File: src/rtl/rtc_seq_pkg.sv
// Shared definitions for the RTC address sequencer: register-address table,
// sequencer FSM states and the index-to-address lookup helper.
package rtc_seq_pkg;

    localparam int RTC_DEPTH = 11;
    localparam int RTC_TBL_W = 8;

    localparam logic [RTC_TBL_W-1:0] RTC_ADDR_TABLE [RTC_DEPTH] = '{
        8'h00, 8'h64, 8'h65, 8'h66, 8'h67,
        8'h33, 8'h34, 8'h35, 8'h36, 8'h37, 8'h38
    };

    typedef enum logic [1:0] {
        ST_IDLE,
        ST_LOAD,
        ST_ISSUE,
        ST_DONE
    } rtc_seq_state_e;

    // Indices beyond the populated table read as address 0x00.
    function automatic logic [RTC_TBL_W-1:0] rtc_table_entry(input int idx);
        logic [RTC_TBL_W-1:0] entry;
        entry = '0;
        for (int k = 0; k < RTC_DEPTH; k++) begin
            if (idx == k) begin
                entry = RTC_ADDR_TABLE[k];
            end
        end
        return entry;
    endfunction

endpackage

File: src/rtl/rtc_addr_sequencer_if.sv
// Address request channel between the sequencer (master) and the RTC bus
// controller (slave): valid/ready handshake carrying address and table index.
interface rtc_addr_sequencer_if #(
    parameter int ADDR_W = 8,
    parameter int IDX_W  = 4
) ();

    logic              req_valid;
    logic              req_ready;
    logic [ADDR_W-1:0] req_addr;
    logic [IDX_W-1:0]  req_idx;

    modport master (
        output req_valid,
        output req_addr,
        output req_idx,
        input  req_ready
    );

    modport slave (
        input  req_valid,
        input  req_addr,
        input  req_idx,
        output req_ready
    );

endinterface

File: src/rtl/rtc_addr_rom.sv
// Registered index-to-address lookup over the RTC register table; entries are
// zero-extended or truncated to ADDR_W, unpopulated indices read 0.
module rtc_addr_rom
    import rtc_seq_pkg::*;
#(
    parameter int ADDR_W = 8,
    parameter int IDX_W  = 4
) (
    input  logic              clk,
    input  logic              reset,
    input  logic [IDX_W-1:0]  idx_i,
    output logic [ADDR_W-1:0] addr_o
);

    localparam int ENTRIES = 2 ** IDX_W;

    logic [ADDR_W-1:0] rom_mem [ENTRIES];
    logic [ADDR_W-1:0] addr_q;

    for (genvar gi = 0; gi < ENTRIES; gi++) begin : g_rom
        assign rom_mem[gi] = ADDR_W'(rtc_table_entry(gi));
    end

    always_ff @(posedge clk) begin
        if (reset) begin
            addr_q <= '0;
        end else begin
            addr_q <= rom_mem[idx_i];
        end
    end

    assign addr_o = addr_q;

endmodule

File: src/rtl/rtc_addr_sequencer.sv
// Walks table indices [first_idx, last_idx] and issues one RTC register address
// per valid/ready transfer. Optional macro RTC_SEQ_REPEAT_EN adds the cont input.
module rtc_addr_sequencer
    import rtc_seq_pkg::*;
#(
    parameter int ADDR_W = 8,
    parameter int DEPTH  = RTC_DEPTH,
    parameter int IDX_W  = 4
) (
    input  logic             clk,
    input  logic             reset,
    input  logic             start,
    input  logic [IDX_W-1:0] first_idx,
    input  logic [IDX_W-1:0] last_idx,
`ifdef RTC_SEQ_REPEAT_EN
    input  logic             cont,
`endif
    output logic             busy,
    output logic             done,
    output logic             err,
    rtc_addr_sequencer_if.master req
);

    rtc_seq_state_e    state_q, state_d;
    logic [IDX_W-1:0]  idx_q, idx_d;
    logic [IDX_W-1:0]  last_q, last_d;
`ifdef RTC_SEQ_REPEAT_EN
    logic [IDX_W-1:0]  first_q, first_d;
`endif
    logic              done_q, done_d;
    logic              err_q, err_d;
    logic              range_ok;
    logic [ADDR_W-1:0] rom_addr;

    assign range_ok = (first_idx <= last_idx) && (int'(last_idx) < DEPTH);

    rtc_addr_rom #(
        .ADDR_W (ADDR_W),
        .IDX_W  (IDX_W)
    ) u_rom (
        .clk    (clk),
        .reset  (reset),
        .idx_i  (idx_q),
        .addr_o (rom_addr)
    );

    always_ff @(posedge clk) begin
        if (reset) begin
            state_q <= ST_IDLE;
            idx_q   <= '0;
            last_q  <= '0;
`ifdef RTC_SEQ_REPEAT_EN
            first_q <= '0;
`endif
            done_q  <= 1'b0;
            err_q   <= 1'b0;
        end else begin
            state_q <= state_d;
            idx_q   <= idx_d;
            last_q  <= last_d;
`ifdef RTC_SEQ_REPEAT_EN
            first_q <= first_d;
`endif
            done_q  <= done_d;
            err_q   <= err_d;
        end
    end

    always_comb begin
        state_d = state_q;
        idx_d   = idx_q;
        last_d  = last_q;
`ifdef RTC_SEQ_REPEAT_EN
        first_d = first_q;
`endif
        done_d  = 1'b0;
        err_d   = 1'b0;

        case (state_q)
            ST_IDLE: begin
                if (start) begin
                    if (range_ok) begin
                        idx_d   = first_idx;
                        last_d  = last_idx;
`ifdef RTC_SEQ_REPEAT_EN
                        first_d = first_idx;
`endif
                        state_d = ST_LOAD;
                    end else begin
                        err_d = 1'b1;
                    end
                end
            end
            // The ROM registers the address for idx_q during this cycle.
            ST_LOAD: begin
                state_d = ST_ISSUE;
            end
            ST_ISSUE: begin
                if (req.req_ready) begin
                    if (idx_q == last_q) begin
                        done_d = 1'b1;
`ifdef RTC_SEQ_REPEAT_EN
                        if (cont) begin
                            idx_d   = first_q;
                            state_d = ST_LOAD;
                        end else begin
                            state_d = ST_DONE;
                        end
`else
                        state_d = ST_DONE;
`endif
                    end else begin
                        idx_d   = idx_q + 1'b1;
                        state_d = ST_LOAD;
                    end
                end
            end
            ST_DONE: begin
                state_d = ST_IDLE;
            end
            default: begin
                state_d = ST_IDLE;
            end
        endcase
    end

    assign req.req_valid = (state_q == ST_ISSUE);
    assign req.req_addr  = rom_addr;
    assign req.req_idx   = idx_q;
    assign busy          = (state_q != ST_IDLE);
    assign done          = done_q;
    assign err           = err_q;

endmodule

File: src/flat_wrapper.sv
// flat-port wrapper written by rule: the top's interface ports become plain ports
module rtc_addr_sequencer_flat import rtc_seq_pkg::*;
#(
    parameter int ADDR_W = 8,
    parameter int DEPTH  = RTC_DEPTH,
    parameter int IDX_W  = 4
)
  (clk, reset, start, first_idx, last_idx, busy, done, err, req_req_valid, req_req_addr, req_req_idx, req_req_ready);
  rtc_addr_sequencer_if #(.ADDR_W(ADDR_W), .IDX_W(IDX_W)) req_i ();
  input  logic clk;
  input  logic reset;
  input  logic start;
  input  logic [IDX_W-1:0] first_idx;
  input  logic [IDX_W-1:0] last_idx;
  output logic busy;
  output logic done;
  output logic err;
  output wire logic [$bits(req_i.req_valid)-1:0] req_req_valid;
  output wire logic [$bits(req_i.req_addr)-1:0] req_req_addr;
  output wire logic [$bits(req_i.req_idx)-1:0] req_req_idx;
  input wire logic [$bits(req_i.req_ready)-1:0] req_req_ready;
  assign req_req_valid = req_i.req_valid;
  assign req_req_addr = req_i.req_addr;
  assign req_req_idx = req_i.req_idx;
  assign req_i.req_ready = req_req_ready;
  rtc_addr_sequencer #(.ADDR_W(ADDR_W), .DEPTH(DEPTH), .IDX_W(IDX_W)) u_core (.clk(clk), .reset(reset), .start(start), .first_idx(first_idx), .last_idx(last_idx), .busy(busy), .done(done), .err(err), .req(req_i));
endmodule
File: config.mk
export PLATFORM = sky130hd
export DESIGN_NAME = rtc_addr_sequencer_flat
export DESIGN_NICKNAME = d
export VERILOG_FILES = /design/src/rtl/rtc_seq_pkg.sv /design/src/rtl/rtc_addr_sequencer_if.sv /design/src/rtl/rtc_addr_rom.sv /design/src/rtl/rtc_addr_sequencer.sv /design/src/flat_wrapper.sv
export SDC_FILE = /design/constraint.sdc
export NUM_CORES = 1
export LEC_CHECK = 0
export ABC_AREA = 1
export BUFFER_PORTS_ARGS = -buffer_cell sky130_fd_sc_hd__buf_2
export CORE_MARGIN = 8
export CORE_UTILIZATION = 50
export DETAILED_ROUTE_END_ITERATION = 12
export GPL_TIMING_DRIVEN = 0
export PLACE_DENSITY = 0.76
export SLEW_MARGIN = 20
export SYNTH_ARGS = -nofsm -noshare
export SYNTH_HDL_FRONTEND = slang
export SYNTH_SLANG_ARGS = --single-unit
File: constraint.sdc
create_clock -name clk -period 1.4 [get_ports clk]
set_input_delay 0.14 -clock clk [delete_from_list [all_inputs] [get_ports clk]]
set_output_delay 0.14 -clock clk [all_outputs]
set_load 0.02 [all_outputs]
## Word-level counts from Yosys, hierarchy flattened

Memories as Yosys holds them, arrays and structs flattened. A register that Yosys moved wholly into a read port is not among the register bits.
Index checks and enable logic that the tools add are counted.

- $lt $le $gt $ge: 2
- Reductions and logical operators: 9
- Add/sub/neg operators: 1
- Mux-type cells: 12
- Bitwise logic cells: 5
- Equal/unequal tests: 8

Operators with widths:

| kind | count |
|---|---|
| $mux W4 | 4 |
| $mux W2 | 4 |
| $pmux W2 S4 | 1 |
| $pmux W4 S2 | 1 |
| $reduce_and A3 Y1 | 2 |
| $reduce_or A3 Y1 | 2 |
| $not A4 Y5 | 1 |
| $reduce_and A5 Y1 | 1 |
| $add A4 B1 Y4 const B | 1 |
| $eq A2 B2 Y1 const B | 2 |
| $eq A4 B4 Y1 | 1 |
| $le A4 B4 Y1 | 1 |
| $lt A4 B4 Y1 const B | 1 |
| $ne A2 B1 Y1 const B | 2 |
| $ne A2 B2 Y1 const B | 2 |
| $not A1 Y1 | 4 |
| $reduce_bool A2 Y1 | 2 |
| $eq A2 B1 Y1 const B | 1 |
| $logic_not A2 Y1 | 1 |
| $mux W1 | 2 |
| $logic_and A1 B1 Y1 | 1 |

- Output and inout bits: 16
- Logic and storage cells: 43
- Memories: 1
- Input port bits: 12
- ROM bits: 128
- Bits in registers: 12

Memories:

| memory | depth | width | read ports | clocked after Yosys merged registers in | wr ports | line | source |
|---|---|---|---|---|---|---|---|
| (name not given) | 16 | 8 | 1 | 1 | 0 | rtc_addr_rom.sv:28 | `addr_q <= rom_mem[idx_i];` |

## Longest topological paths before layout

- Depth after elaboration: 5
- Depth in mapped cells: 14
- Mapped depth without buffers: 14

## Modules after synthesis

Synthesis repeated with hierarchy kept, for this count alone.

- Cell total of the unflattened synthesis: 158
- Area total of the unflattened synthesis: 1062.3 um2

By module, submodules not included:

| module | cells an instance | seq. area each (um2) | instances | area an instance (um2) |
|---|---|---|---|---|
| rtc_addr_sequencer | 117 | 240.2 | 1 | 767.0 |
| rtc_addr_rom | 41 | 140.1 | 1 | 295.3 |

## Worst setup path after synthesis

OpenSTA, ideal clock, no wires.

- Path type: register to register
- From: register u_core.idx_q[1], in the netlist u_core.req.req_idx[1]
- To: register u_core.idx_q[2], in the netlist u_core.req.req_idx[2]
- Library setup time: 0.114 ns
- Arrival time: 1.330 ns
- Buffers on the path: 0
- Period minus slack after synthesis: 1.444 ns
- Required time: 1.286 ns
- Stages on the path, launching flop included: 8
- Path slack: -0.044 ns
- Cell sequence: dfxtp_1 > ha_1 > inv_1 > ha_1 > nand2_1 > nand2_1 > nor2_1 > nor2_2

- Cells in the longest elaborated chain, start to end: 4
- Elaborated cells between the ends (all ways): 7
- Those cells by class: add/sub: 1; eq/ne: 2; mux: 3; reduce/logical: 1

Ends and longest elaborated chain:

| item | line | source |
|---|---|---|
| start: declaration | rtc_addr_sequencer.sv:25 | `logic [IDX_W-1:0] idx_q, idx_d;` |
| start signal: assignment | rtc_addr_sequencer.sv:59 | `idx_q <= idx_d;` |
| $add A4 B1 Y4 | rtc_addr_sequencer.sv:113 | `idx_d = idx_q + 1'b1;` |
| $mux W4 | rtc_addr_sequencer.sv:100 | `if (idx_q == last_q) begin` |
| $mux W4 | rtc_addr_sequencer.sv:99 | `if (req.req_ready) begin` |
| $pmux W4 S2 | rtc_addr_sequencer.sv:79 | `case (state_q)` |

Parallel ways exist; a longest one is shown, timed or not. The select of a mux whose other input is x is not followed.
A chain may end at the register's enable or synchronous reset.

## Final worst setup path

- From: register u_core.idx_q[2], in the netlist u_core.req.req_idx[2]
- To: register u_core.idx_q[2], in the netlist u_core.req.req_idx[2]

Same word-level chain as after synthesis.

==> impl_metrics.csv <==
group,metric,value,unit
status,outcome,"finished, final reports clean",
synth,syn_inst,156,
global_route,overflow,0,
critical_path,path_max_fanout,11,
cts,ctsHtreeMaxLevel,1,
cells_and_area,final_common_cell,"nand2_1",
synth,yosysWarnings,0,
route,dr.pass1.iters,4,
pwr,irDropWorstVdd,0.0009189,V
critical_path,r2r_slack,0.07,ns
timing,finalHoldViolations,0,
global_route,grt_max_degree,12,
route,wl_per_cell,11.18,um
critical_path,path_cells,"inv_6 -> nand2_1 -> nand3_2 -> nor2_2 -> a21oi_2 -> nand3_4 -> nand2_1 -> nand2_1 -> nor2_2",
synth,synth_nets,179,
synth,ys_seq_area_share,33.93,%
route,routed_wl,2425,um
timing,finalClockSkew,0.0008786,ns
route,drc,0,
pwr,clkPwrFrac,12.4,%
pwr,switchingPower,1033,uW
cts,cts_root_buf,"clkbuf_4",
die,fp.dieH,63.35,um
cts,hold_buffers,0,
die,die_area,4013,sq um
synth,yosys.area.top_type,"dfxtp_1",
critical_path,cp_top_family,"simple AND/OR/NAND/NOR gates",
synth,syn_area,1121,sq um
pwr,power,2285,uW
critical_path,cpMaxStageDelayCell,"dfxtp_4",
timing,setup_viol,0,
placed_design,gp_congestion,0.7705,
die,initial_core_util,51.67,%
global_route,grt_pass1_vias,1002,
critical_path,critPathKind,"register to register",
route,drt_iter0_markers,11,
synth,yosys.cell_types.count,24,
timing,slew_violations,0,
critical_path,path_buf_inv,1,
cells_and_area,antenna_cells,0,
route,vias_per_cell,4.806,
timing,fin_crit,1.331,ns
die,io_pins,28,
cts,numCtsBuffers,3,
pwr,power.density,1662,nW/um^2
route,vias,1043,
cts,cts_sinks,19,
critical_path,max_stage_delay,0.41,ns
job,drv_cap,0,
worst_hold_path,hp-class,"input pin to register",
die,core_area,2170,sq um
global_route,grt_pass1_wl,3939,um
die,dieWidth,63.35,um
cells_and_area,most-common-layout-cells,"nand2_1 (42), buf_2 (25), inv_1 (21), dfxtp_1 (14), nand3_1 (13)",
cts,clockBufferDepth,2,
pwr,pwr-share-seq,36.6,%
cts,cts_tree,"yes",
critical_path,start_kind,"register",
timing,max_clock_freq,0.7510,GHz
synth,synth-seq-cells,19,
pwr,pwr-share-comb,50.9,%
synth,ys_top_cells_by_area,"dfxtp_1 (34%), nand2_1 (14%), ha_1 (12%), inv_1 (7.0%), nand3_1 (6.7%)",
die,rows,17,
placed_design,io_buffers,25,
global_route,antenna_found_initial,0,
critical_path,path_common_cell,"nand2_1",
cells_and_area,final_nets,213,
cells_and_area,final_core_util,63.38,%
placed_design,place_hpwl,1855,um
cts,clk_latency,0.30,ns
pwr,internal_power,1252,uW
cells_and_area,drive_above_1_share,32.28,%
critical_path,crit_path_end_kind,"register",
timing,layout_worst_path_cycle_share,95.11,%
pwr,swShare,45.21,%
cts,clk_pin_slew,0.11,ns
cells_and_area,syn_to_final_growth,22.66,%
synth,yosys.area.top_type_share,33.93,%
cells_and_area,n_fill_cell,209,
critical_path,crit_arrival,1.57,ns
synth,synth_area_per_cell,7.186,sq um
pwr,p_leak,0.0007473,uW
route,postRouteAntennaNets,0,
cells_and_area,multi_input_area,634.4,sq um
global_route,gr-usage-all-layers,11.83,%
cells_and_area,seqCellArea,394.1,sq um
critical_path,required,1.64,ns
## final cells by class
type	instances	area share, %
plain buffers	3	1.911
clock buffers	3	1.638
clock inverters	1	0.3640
inverters	24	6.915
multi-input cells	109	46.13
flip-flops and latches	19	28.66
well taps	28	2.548
repair buffers	30	11.83
## power groups by stage
stage                     Sequential (uW)  Clock, uW  Combinational (uW)
after global placement                798          0                1080
after global routing                  858        317                1290
after CTS                             792        289                1110
final                                 837        284                1160
after floorplan                       938          0                 663
after detailed placement              803          0                1090
## worst paths after layout
path                                       startpoint                    end  cells past startpoint
worst max-delay path            u_core.req.req_idx[2]  u_core.req.req_idx[2]                      9
worst min-delay path                            reset       u_core.last_q[0]                      2
worst max register to register  u_core.req.req_idx[2]  u_core.req.req_idx[2]                      9
worst min register to register       u_core.last_q[1]       u_core.last_q[1]                      2
## registers in the layout, summed over array words and instances, names as in the netlist
name                 flops
u_core.state_q           2
u_core.req.req_idx       4
u_core.done              1
u_core.err               1
u_core.last_q            4
u_core.u_rom.addr_o      7
## routing by layer
metal	track usage [%]	vias to the layer above	share of wire (%)
met5	0	-	0
met4	4.178	0	1.4
met3	3.887	5	4.1
met2	21.80	24	51
met1	12.05	465	43
li1	-	549	-
## stage by stage
stage	TNS (ns)	instances	cell area [sq um]	setup slack (ns)	hold slack, ns
2_1_floorplan	0	156	1124	0.05035	0.2784
3_3_place_gp	-0.5732	209	1284	-0.1194	0.3777
3_5_place_dp	-1.007	209	1284	-0.1883	0.3815
4_1_cts	0	213	1314	0.01778	0.05613
5_1_grt	-0.01935	217	1375	-0.01935	0.04906
6_report	0	217	1375	0.06851	0.06030
## cells in the mapped netlist (all sizes together)
master,n
a21oi,6
o22ai,2
xor2,3
nand3,16
nor3,2
inv,24
buf,4
conb,1
nor2,18
nand2,44
a221oi,1
o21ai,5
dfxtp,19
ha,11
## cells by family (layout without fill, tap and decap cells)
kind of cell / Yosys count / count (layout) / synth area share (%)
AOI/OAI and AO/OA: 14 / 14 / 7.478
xor gates and xnor gates: 3 / 3 / 3.014
adders and majority gates: 11 / 11 / 12.28
buffers and inverters: 28 / 61 / 11.27
DFF: 19 / 19 / 33.93
other: 1 / 1 / 0.3345
and+or+nand+nor: 80 / 80 / 31.70
## repair_timing
item	4_1_cts	5_1_grt
gates resized for setup	1	13
endpoints found under the setup margin	4	5
pin swaps	0	5
buffers inserted	0	5
Power figures use the tool's default switching activity.
